## src/rtl/ps2_pkg.sv

```systemverilog
// Shared constants, state encodings and the packed event record for the
// PS/2 key event decoder.
package ps2_pkg;

  localparam logic [7:0] PS2_EXT    = 8'hE0;
  localparam logic [7:0] PS2_BRK    = 8'hF0;
  localparam logic [7:0] PS2_LSHIFT = 8'h12;
  localparam logic [7:0] PS2_RSHIFT = 8'h59;
  localparam logic [7:0] PS2_ERR0   = 8'h00;
  localparam logic [7:0] PS2_ERR1   = 8'hFF;

  typedef enum logic [1:0] {
    S_IDLE    = 2'd0,
    S_EXT     = 2'd1,
    S_BRK     = 2'd2,
    S_EXT_BRK = 2'd3
  } parse_state_t;

  typedef enum logic {
    P_IDLE = 1'b0,
    P_WAIT = 1'b1
  } pop_state_t;

  // Event record, MSB first: repeat, shift, break, ext, code.
  typedef struct packed {
    logic       rpt;
    logic       shift;
    logic       brk;
    logic       ext;
    logic [7:0] code;
  } key_event_t;

  localparam int KEY_EVENT_W = $bits(key_event_t);

  // Held-bitmap index: extended keys live in the upper half.
  function automatic logic [7:0] held_index(input logic ext, input logic [6:0] code7);
    return {ext, code7};
  endfunction

endpackage

```

## src/rtl/ps2_key_event_decoder_fifo.sv

```systemverilog
// First-word-fall-through event FIFO. Simultaneous push and pop are both
// honoured, including when the FIFO is full.
module key_event_fifo #(
  parameter int DEPTH = 8,
  parameter int WIDTH = 12
) (
  input  logic                     clk,
  input  logic                     clrn,
  input  logic                     push,
  input  logic [WIDTH-1:0]         wr_data,
  input  logic                     pop,
  output logic [WIDTH-1:0]         rd_data,
  output logic                     full,
  output logic                     empty,
  output logic [$clog2(DEPTH):0]   count
);

  localparam int AW = $clog2(DEPTH);
  localparam logic [AW:0] FULL_CNT = (AW+1)'(DEPTH);

  logic [WIDTH-1:0] mem_q [DEPTH];
  logic [AW-1:0]    wr_ptr_q, wr_ptr_d;
  logic [AW-1:0]    rd_ptr_q, rd_ptr_d;
  logic [AW:0]      count_q, count_d;
  logic             do_push;
  logic             do_pop;

  assign empty   = (count_q == '0);
  assign full    = (count_q == FULL_CNT);
  assign count   = count_q;
  assign rd_data = mem_q[rd_ptr_q];

  // Pointer and occupancy next-state.
  always_comb begin
    do_pop   = pop && !empty;
    do_push  = push && (!full || do_pop);
    wr_ptr_d = wr_ptr_q;
    rd_ptr_d = rd_ptr_q;
    count_d  = count_q;
    if (do_push) wr_ptr_d = wr_ptr_q + 1'b1;
    if (do_pop)  rd_ptr_d = rd_ptr_q + 1'b1;
    case ({do_push, do_pop})
      2'b10:   count_d = count_q + 1'b1;
      2'b01:   count_d = count_q - 1'b1;
      default: count_d = count_q;
    endcase
  end

  // Pointer and occupancy registers.
  always_ff @(posedge clk) begin
    if (clrn) begin
      wr_ptr_q <= '0;
      rd_ptr_q <= '0;
      count_q  <= '0;
    end else begin
      wr_ptr_q <= wr_ptr_d;
      rd_ptr_q <= rd_ptr_d;
      count_q  <= count_d;
    end
  end

  // Storage; contents need no reset since occupancy gates visibility.
  always_ff @(posedge clk) begin
    if (do_push) mem_q[wr_ptr_q] <= wr_data;
  end

endmodule

```

## src/rtl/ps2_key_event_decoder.sv

```systemverilog
// PS/2 scan-code parser: pops bytes from the receiver, decodes make/break
// and E0-extended sequences, tracks held keys and queues key events.
module ps2_key_event_decoder
  import ps2_pkg::*;
#(
  parameter int FIFO_DEPTH = 8,
  parameter int COUNT_W    = 8,
  parameter int CNT_SAT    = 0,
  parameter int REPEAT_EN  = 0
) (
  input  logic               clk,
  input  logic               clrn,
  input  logic [7:0]         rx_data,
  input  logic               rx_ready,
  input  logic               rx_overflow,
  output logic               rx_next_n,
  output logic               ev_valid,
  input  logic               ev_ready,
  output logic [7:0]         ev_code,
  output logic               ev_ext,
  output logic               ev_break,
  output logic               ev_shift,
  output logic               ev_repeat,
  output logic               key_down,
  output logic [COUNT_W-1:0] press_count,
  output logic [7:0]         last_make,
  output logic               ps2_ovf
);

  localparam logic [7:0] LSHIFT_IDX = held_index(1'b0, PS2_LSHIFT[6:0]);
  localparam logic [7:0] RSHIFT_IDX = held_index(1'b0, PS2_RSHIFT[6:0]);

  pop_state_t         pop_q, pop_d;
  parse_state_t       parse_q, parse_d;
  logic [7:0]         byte_q, byte_d;
  logic               rx_next_n_q, rx_next_n_d;
  logic [255:0]       held_q, held_d;
  logic               key_down_q, key_down_d;
  logic [COUNT_W-1:0] cnt_q, cnt_d;
  logic [7:0]         last_make_q, last_make_d;
  logic               ovf_q, ovf_d;

  logic               is_make;
  logic               is_brk;
  logic               key_ext;
  logic [7:0]         key_idx;
  logic               tracked;
  logic               held_hit;
  logic               shift_now;

  logic               push;
  key_event_t         push_ev;
  key_event_t         head_ev;
  logic [KEY_EVENT_W-1:0] fifo_rd;
  logic               fifo_full;
  logic               fifo_empty;
  logic               fifo_pop;
  logic [$clog2(FIFO_DEPTH):0] unused_fifo_count;

  // Pop handshake: grab a byte only when the FIFO can take its event.
  always_comb begin
    pop_d       = pop_q;
    byte_d      = byte_q;
    rx_next_n_d = 1'b1;
    case (pop_q)
      P_IDLE: begin
        if (rx_ready && !fifo_full) begin
          byte_d      = rx_data;
          rx_next_n_d = 1'b0;
          pop_d       = P_WAIT;
        end
      end
      P_WAIT:  pop_d = P_IDLE;
      default: pop_d = P_IDLE;
    endcase
  end

  // Sequence parser, advanced once per captured byte (in P_WAIT).
  always_comb begin
    parse_d = parse_q;
    is_make = 1'b0;
    is_brk  = 1'b0;
    key_ext = 1'b0;
    if (pop_q == P_WAIT) begin
      if (byte_q == PS2_ERR0 || byte_q == PS2_ERR1) begin
        parse_d = S_IDLE;
      end else begin
        case (parse_q)
          S_IDLE: begin
            if (byte_q == PS2_EXT)      parse_d = S_EXT;
            else if (byte_q == PS2_BRK) parse_d = S_BRK;
            else                        is_make = 1'b1;
          end
          S_EXT: begin
            if (byte_q == PS2_BRK) begin
              parse_d = S_EXT_BRK;
            end else if (byte_q != PS2_EXT) begin
              is_make = 1'b1;
              key_ext = 1'b1;
              parse_d = S_IDLE;
            end
          end
          S_BRK: begin
            parse_d = S_IDLE;
            if (byte_q != PS2_EXT && byte_q != PS2_BRK) is_brk = 1'b1;
          end
          S_EXT_BRK: begin
            parse_d = S_IDLE;
            if (byte_q != PS2_EXT && byte_q != PS2_BRK) begin
              is_brk  = 1'b1;
              key_ext = 1'b1;
            end
          end
          default: parse_d = S_IDLE;
        endcase
      end
    end
  end

  assign key_idx   = held_index(key_ext, byte_q[6:0]);
  assign tracked   = ~byte_q[7];
  assign held_hit  = tracked & held_q[key_idx];
  assign shift_now = held_q[LSHIFT_IDX] | held_q[RSHIFT_IDX];

  // Held bitmap, press counter and event generation.
  always_comb begin
    held_d      = held_q;
    cnt_d       = cnt_q;
    last_make_d = last_make_q;
    push        = 1'b0;
    push_ev     = '0;
    push_ev.shift = shift_now;
    push_ev.ext   = key_ext;
    push_ev.code  = byte_q;
    if (is_make) begin
      if (!held_hit) begin
        if (tracked) held_d[key_idx] = 1'b1;
        push        = 1'b1;
        last_make_d = byte_q;
        if (CNT_SAT != 0 && (&cnt_q)) cnt_d = cnt_q;
        else                          cnt_d = cnt_q + 1'b1;
      end else if (REPEAT_EN != 0) begin
        push        = 1'b1;
        push_ev.rpt = 1'b1;
      end
    end else if (is_brk) begin
      if (tracked) held_d[key_idx] = 1'b0;
      push        = 1'b1;
      push_ev.brk = 1'b1;
    end
    key_down_d = |held_d;
    ovf_d      = ovf_q | rx_overflow;
  end

  // State registers; reset also discards any partial prefix sequence.
  always_ff @(posedge clk) begin
    if (clrn) begin
      pop_q       <= P_IDLE;
      parse_q     <= S_IDLE;
      byte_q      <= '0;
      rx_next_n_q <= 1'b1;
      held_q      <= '0;
      key_down_q  <= 1'b0;
      cnt_q       <= '0;
      last_make_q <= '0;
      ovf_q       <= 1'b0;
    end else begin
      pop_q       <= pop_d;
      parse_q     <= parse_d;
      byte_q      <= byte_d;
      rx_next_n_q <= rx_next_n_d;
      held_q      <= held_d;
      key_down_q  <= key_down_d;
      cnt_q       <= cnt_d;
      last_make_q <= last_make_d;
      ovf_q       <= ovf_d;
    end
  end

  assign fifo_pop = ev_valid & ev_ready;

  key_event_fifo #(
    .DEPTH (FIFO_DEPTH),
    .WIDTH (KEY_EVENT_W)
  ) u_fifo (
    .clk     (clk),
    .clrn    (clrn),
    .push    (push),
    .wr_data (push_ev),
    .pop     (fifo_pop),
    .rd_data (fifo_rd),
    .full    (fifo_full),
    .empty   (fifo_empty),
    .count   (unused_fifo_count)
  );

  assign head_ev     = key_event_t'(fifo_rd);
  assign ev_valid    = ~fifo_empty;
  assign ev_code     = head_ev.code;
  assign ev_ext      = head_ev.ext;
  assign ev_break    = head_ev.brk;
  assign ev_shift    = head_ev.shift;
  assign ev_repeat   = head_ev.rpt;
  assign rx_next_n   = rx_next_n_q;
  assign key_down    = key_down_q;
  assign press_count = cnt_q;
  assign last_make   = last_make_q;
  assign ps2_ovf     = ovf_q;

endmodule

```

## config.mk

```make
export PLATFORM = sky130hd
export DESIGN_NAME = ps2_key_event_decoder
export DESIGN_NICKNAME = d
export VERILOG_FILES = /design/src/rtl/ps2_pkg.sv /design/src/rtl/ps2_key_event_decoder_fifo.sv /design/src/rtl/ps2_key_event_decoder.sv
export SDC_FILE = /design/constraint.sdc
export NUM_CORES = 1
export LEC_CHECK = 0
export ABC_AREA = 1
export CAP_MARGIN = 30
export CELL_PAD_IN_SITES_DETAIL_PLACEMENT = 0
export CELL_PAD_IN_SITES_GLOBAL_PLACEMENT = 2
export CORE_ASPECT_RATIO = 0.7
export CORE_UTILIZATION = 35
export DETAILED_ROUTE_END_ITERATION = 10
export PLACE_DENSITY_LB_ADDON = 0.1
export SLEW_MARGIN = 20
export SYNTH_ARGS = -nofsm -noshare
export SYNTH_HDL_FRONTEND = slang
export SYNTH_SLANG_ARGS = --single-unit
```

## constraint.sdc

```tcl
create_clock -name clk -period 3.8 [get_ports clk]
set_input_delay 0.76 -clock clk [delete_from_list [all_inputs] [get_ports clk]]
set_output_delay 0.76 -clock clk [all_outputs]
set_load 0.01 [all_outputs]
```

==> metrics.yaml <==
core_area_sq_um: 68800
whs_path_depth: 1
place_ws_ns: -0.0514
clock_skew_ns: 0.0278
clock_sinks: 387
drv_cap: 0
synth_edf_count: 88
routabilityCongestion: 0.880
track_usage_pct: 31.9
power.leakage_nw: 11.6
initial_core_util_pct: 35.7
h-tree-depth: 2
fp.dieW_um: 319
crit_path_start_kind: "flop"
antenna_left: 0
ys_seq_area_share_pct: 35.1
drive_above_1_share_pct: 9.37
wl_per_cell_um: 24.5
holdBufCountCts: 0
rr_worst_depth: 19
yosys-top-cells-area: "dfxtp_1 (24%), nand2_1 (14%), nand3_1 (13%)"
fin_crit_ns: 3.64
drt_iter0_drc: 2925
slew_headroom_pct: 18.7
critPathArrivalTime_ns: 2.88
ys_async_sr_fraction_pct: 0
syn-mean-instance-area_sq_um: 6.40
clk_latency_ns: 0.63
grt_pass1_vias: 26000
setup_violations: 0
post-route-worst-setup-slack_ns: 0.161
grt_overflow_total: 0
syn-cell-area_sq_um: 24600
nets: 3839
antenna_found_initial: 5
synthFlopType: "dfxtp_1"
crit_chain: "inv_1, o21ai_0, o22ai_1, nor2_1, a31oi_1, clkdlybuf4s50_1"
rsz0062_at_grt: "no"
cts_max_path_buffers: 3
finalCritPeriodShare_pct: 95.8
setup.worst_path.class: "reg2out"
worstMarginPinSlew_ns: 1.22
drt_wl_total_um: 117000
required_ns: 3.04
powerDensity_nw_per_um2: 495
placed_cell_area_sq_um: 26800
rows: 80
crit_fanout: 20
grt_pass1_wl_um: 172000
outcome: "completed"
path_buf_inv: 2
hold_path_class: "reg2reg"
final_cell_area_sq_um: 28400
layout.filler_cells: 7197
ys_seq_elements: 387
fmax_mhz: 275
die_h_um: 224
port_buffers: 43
syn_inst: 3844
hpwl_um: 71800
seq_area_sq_um: 8630
grt_max_degree: 169
cts_root_buf: "clkbuf_16"
syn2layout_area_growth_pct: 15.6
multi_input_area_sq_um: 14000
cp_num_cells: 6
cts_made_buffers: 46
via_count: 27900
cts_tree: "done"
maxSlewViolCount: 0
synth_cell_types: 40
max_stage_delay_ns: 0.63
clk_pin_slew_ns: 0.06
yosysWarnings: 0
slowest_stage: "clkdlybuf4s50_1"
pin_count: 45
synth_area_leader_cell: "dfxtp_1"
synth_nets: 3863
first_pass_iters: 5
final-hold-violation-count: 0
remaining_drc_errors: 0
vias_per_cell: 5.86
synthDominantCellAreaShare_pct: 24.3
ir_worst_vdd_mv: 0.316
crit_family: "buffers and inverters"
dieArea_sq_um: 71300
end_kind: "output port"
==> stage by stage <==
stage	std cells	utilization [%]	power [mW]	setup TNS, ns	hold slack (ns)
5_1_grt	4755	41.3	14.6	0	0.503
3_3_place_gp	4666	39.0	9.46	0	0.430
4_1_cts	4751	41.2	14.0	0	0.436
6_report	4759	41.3	14.1	0	0.442
3_5_place_dp	4667	39.0	9.46	-0.0514	0.435
2_1_floorplan	3844	-	7.15	0	0.412
==> power breakdown <==
group          switching [mW]  total [mW]  internal (mW)
logic                    3.65        5.05           1.40
clock network            2.00        4.55           2.55
registers              0.0961        4.45           4.36
==> synthesized netlist by cell type (2+ instances only) <==
cell type / number
o21bai_1: 124
clkbuf_1: 158
nor3_1: 4
buf_2: 105
a211oi_2: 3
nand2_4: 3
nor2_2: 14
nand2_1: 915
ha_1: 5
a211oi_1: 2
buf_4: 10
o22ai_1: 11
nand2_2: 8
nor2_1: 494
o21ai_0: 228
inv_1: 183
nor2_4: 11
a31oi_1: 15
buf_6: 6
buf_1: 33
inv_2: 10
nand4_1: 143
nand3_1: 630
edfxtp_1: 88
a21oi_1: 324
dfxtp_1: 299
nor2_8: 5
==> cells by family after synthesis <==
family	Yosys count	synth area share, %
xor gates and xnor gates	2	0.0713
adders and majority gates	6	0.336
DFF	387	35.1
AOI/OAI and AO/OA	711	16.0
other	1	0.0153
and+or+nand+nor	2232	39.9
buffers and inverters	505	8.58
==> path summary, 6_finish.rpt <==
check / startpoint / to / slack (ns)
min: u_fifo.rd_ptr_q[2]$_SDFFE_PP0P_ / u_fifo.rd_ptr_q[2]$_SDFFE_PP0P_ / 0.44
max reg2reg: byte_q[0]$_SDFFE_PP0P_ / key_down$_SDFF_PP0_ / 0.17
max: flop / ev_code[1] / 0.16
min reg2reg: u_fifo.rd_ptr_q[2]$_SDFFE_PP0P_ / u_fifo.rd_ptr_q[2]$_SDFFE_PP0P_ / 0.44
==> state kept, by name, summed over array words and instances, names as in the netlist, named ones only <==
signal           count
held_q             256
u_fifo.mem_q        88
byte_q               8
last_make            8
press_count          8
u_fifo.count         4
u_fifo.rd_ptr_q      3
u_fifo.wr_ptr_q      3
parse_q              2
key_down             1
pop_q                1
ps2_ovf              1
rx_next_n            1
==> worst register-to-register path: cells and delay by family (launching register included) <==
family	cells	cell delay, ns
and+or+nand+nor	17	2.78
DFF	1	0.36
buffers and inverters	1	0.16
AOI/OAI and AO/OA	1	0.15
==> routing by layer <==
layer | vias up | wire [um] | share of wire (%) | track usage, %
li1 | 12900 | - | - | -
met1 | 13400 | 52700 | 45 | 45.7
met2 | 1350 | 49100 | 42 | 46.6
met3 | 259 | 10400 | 8.9 | 5.99
met4 | 4 | 4560 | 3.9 | 13.4
met5 | - | 48 | 0.041 | 0
==> area by class of cell <==
cell class	instances	area share (%)
repair buffers	240	8.61
diodes	4	0.0352
well taps	902	3.97
inverters	193	2.58
multi-input cells	2952	49.2
flip-flops and latches	387	30.4
clock inverters	10	0.431
clock buffers	71	4.81
==> timing repair <==
action,in CTS,in global routing
resized for setup,1,8
buffers inserted,3,3
endpoints found under the setup margin,1,2
pin swaps,1,1
cloned,0,0
==> cells in the final DEF (no fill, tap or decap), types with 2 or more instances in the layout <==
cell type,synthesis,routed
clkbuf_16,0,47
a21oi_1,324,324
nor3_1,4,4
a211oi_2,3,3
o22ai_1,11,11
clkbuf_1,158,14
dfxtp_1,299,296
inv_2,10,10
clkdlybuf4s50_1,0,42
nand2_2,8,8
nand2_4,3,3
nor2_2,14,42
nand3_1,630,630
nand2_1,915,915
a211oi_1,2,2
o21ai_0,228,228
buf_4,10,153
nor2_4,11,19
buf_12,0,42
clkbuf_8,0,10
nor2_1,494,458
ha_1,5,5
o21bai_1,124,124
clkinv_2,0,3
clkinv_1,0,2
edfxtp_1,88,88
nor2_8,5,5
diode_2,0,4
inv_1,183,182
dfxtp_2,0,2
a31oi_1,15,15
buf_6,6,2
clkinv_8,0,2
nand4_1,143,143
Note: power is estimated with default switching activity, not from simulation.
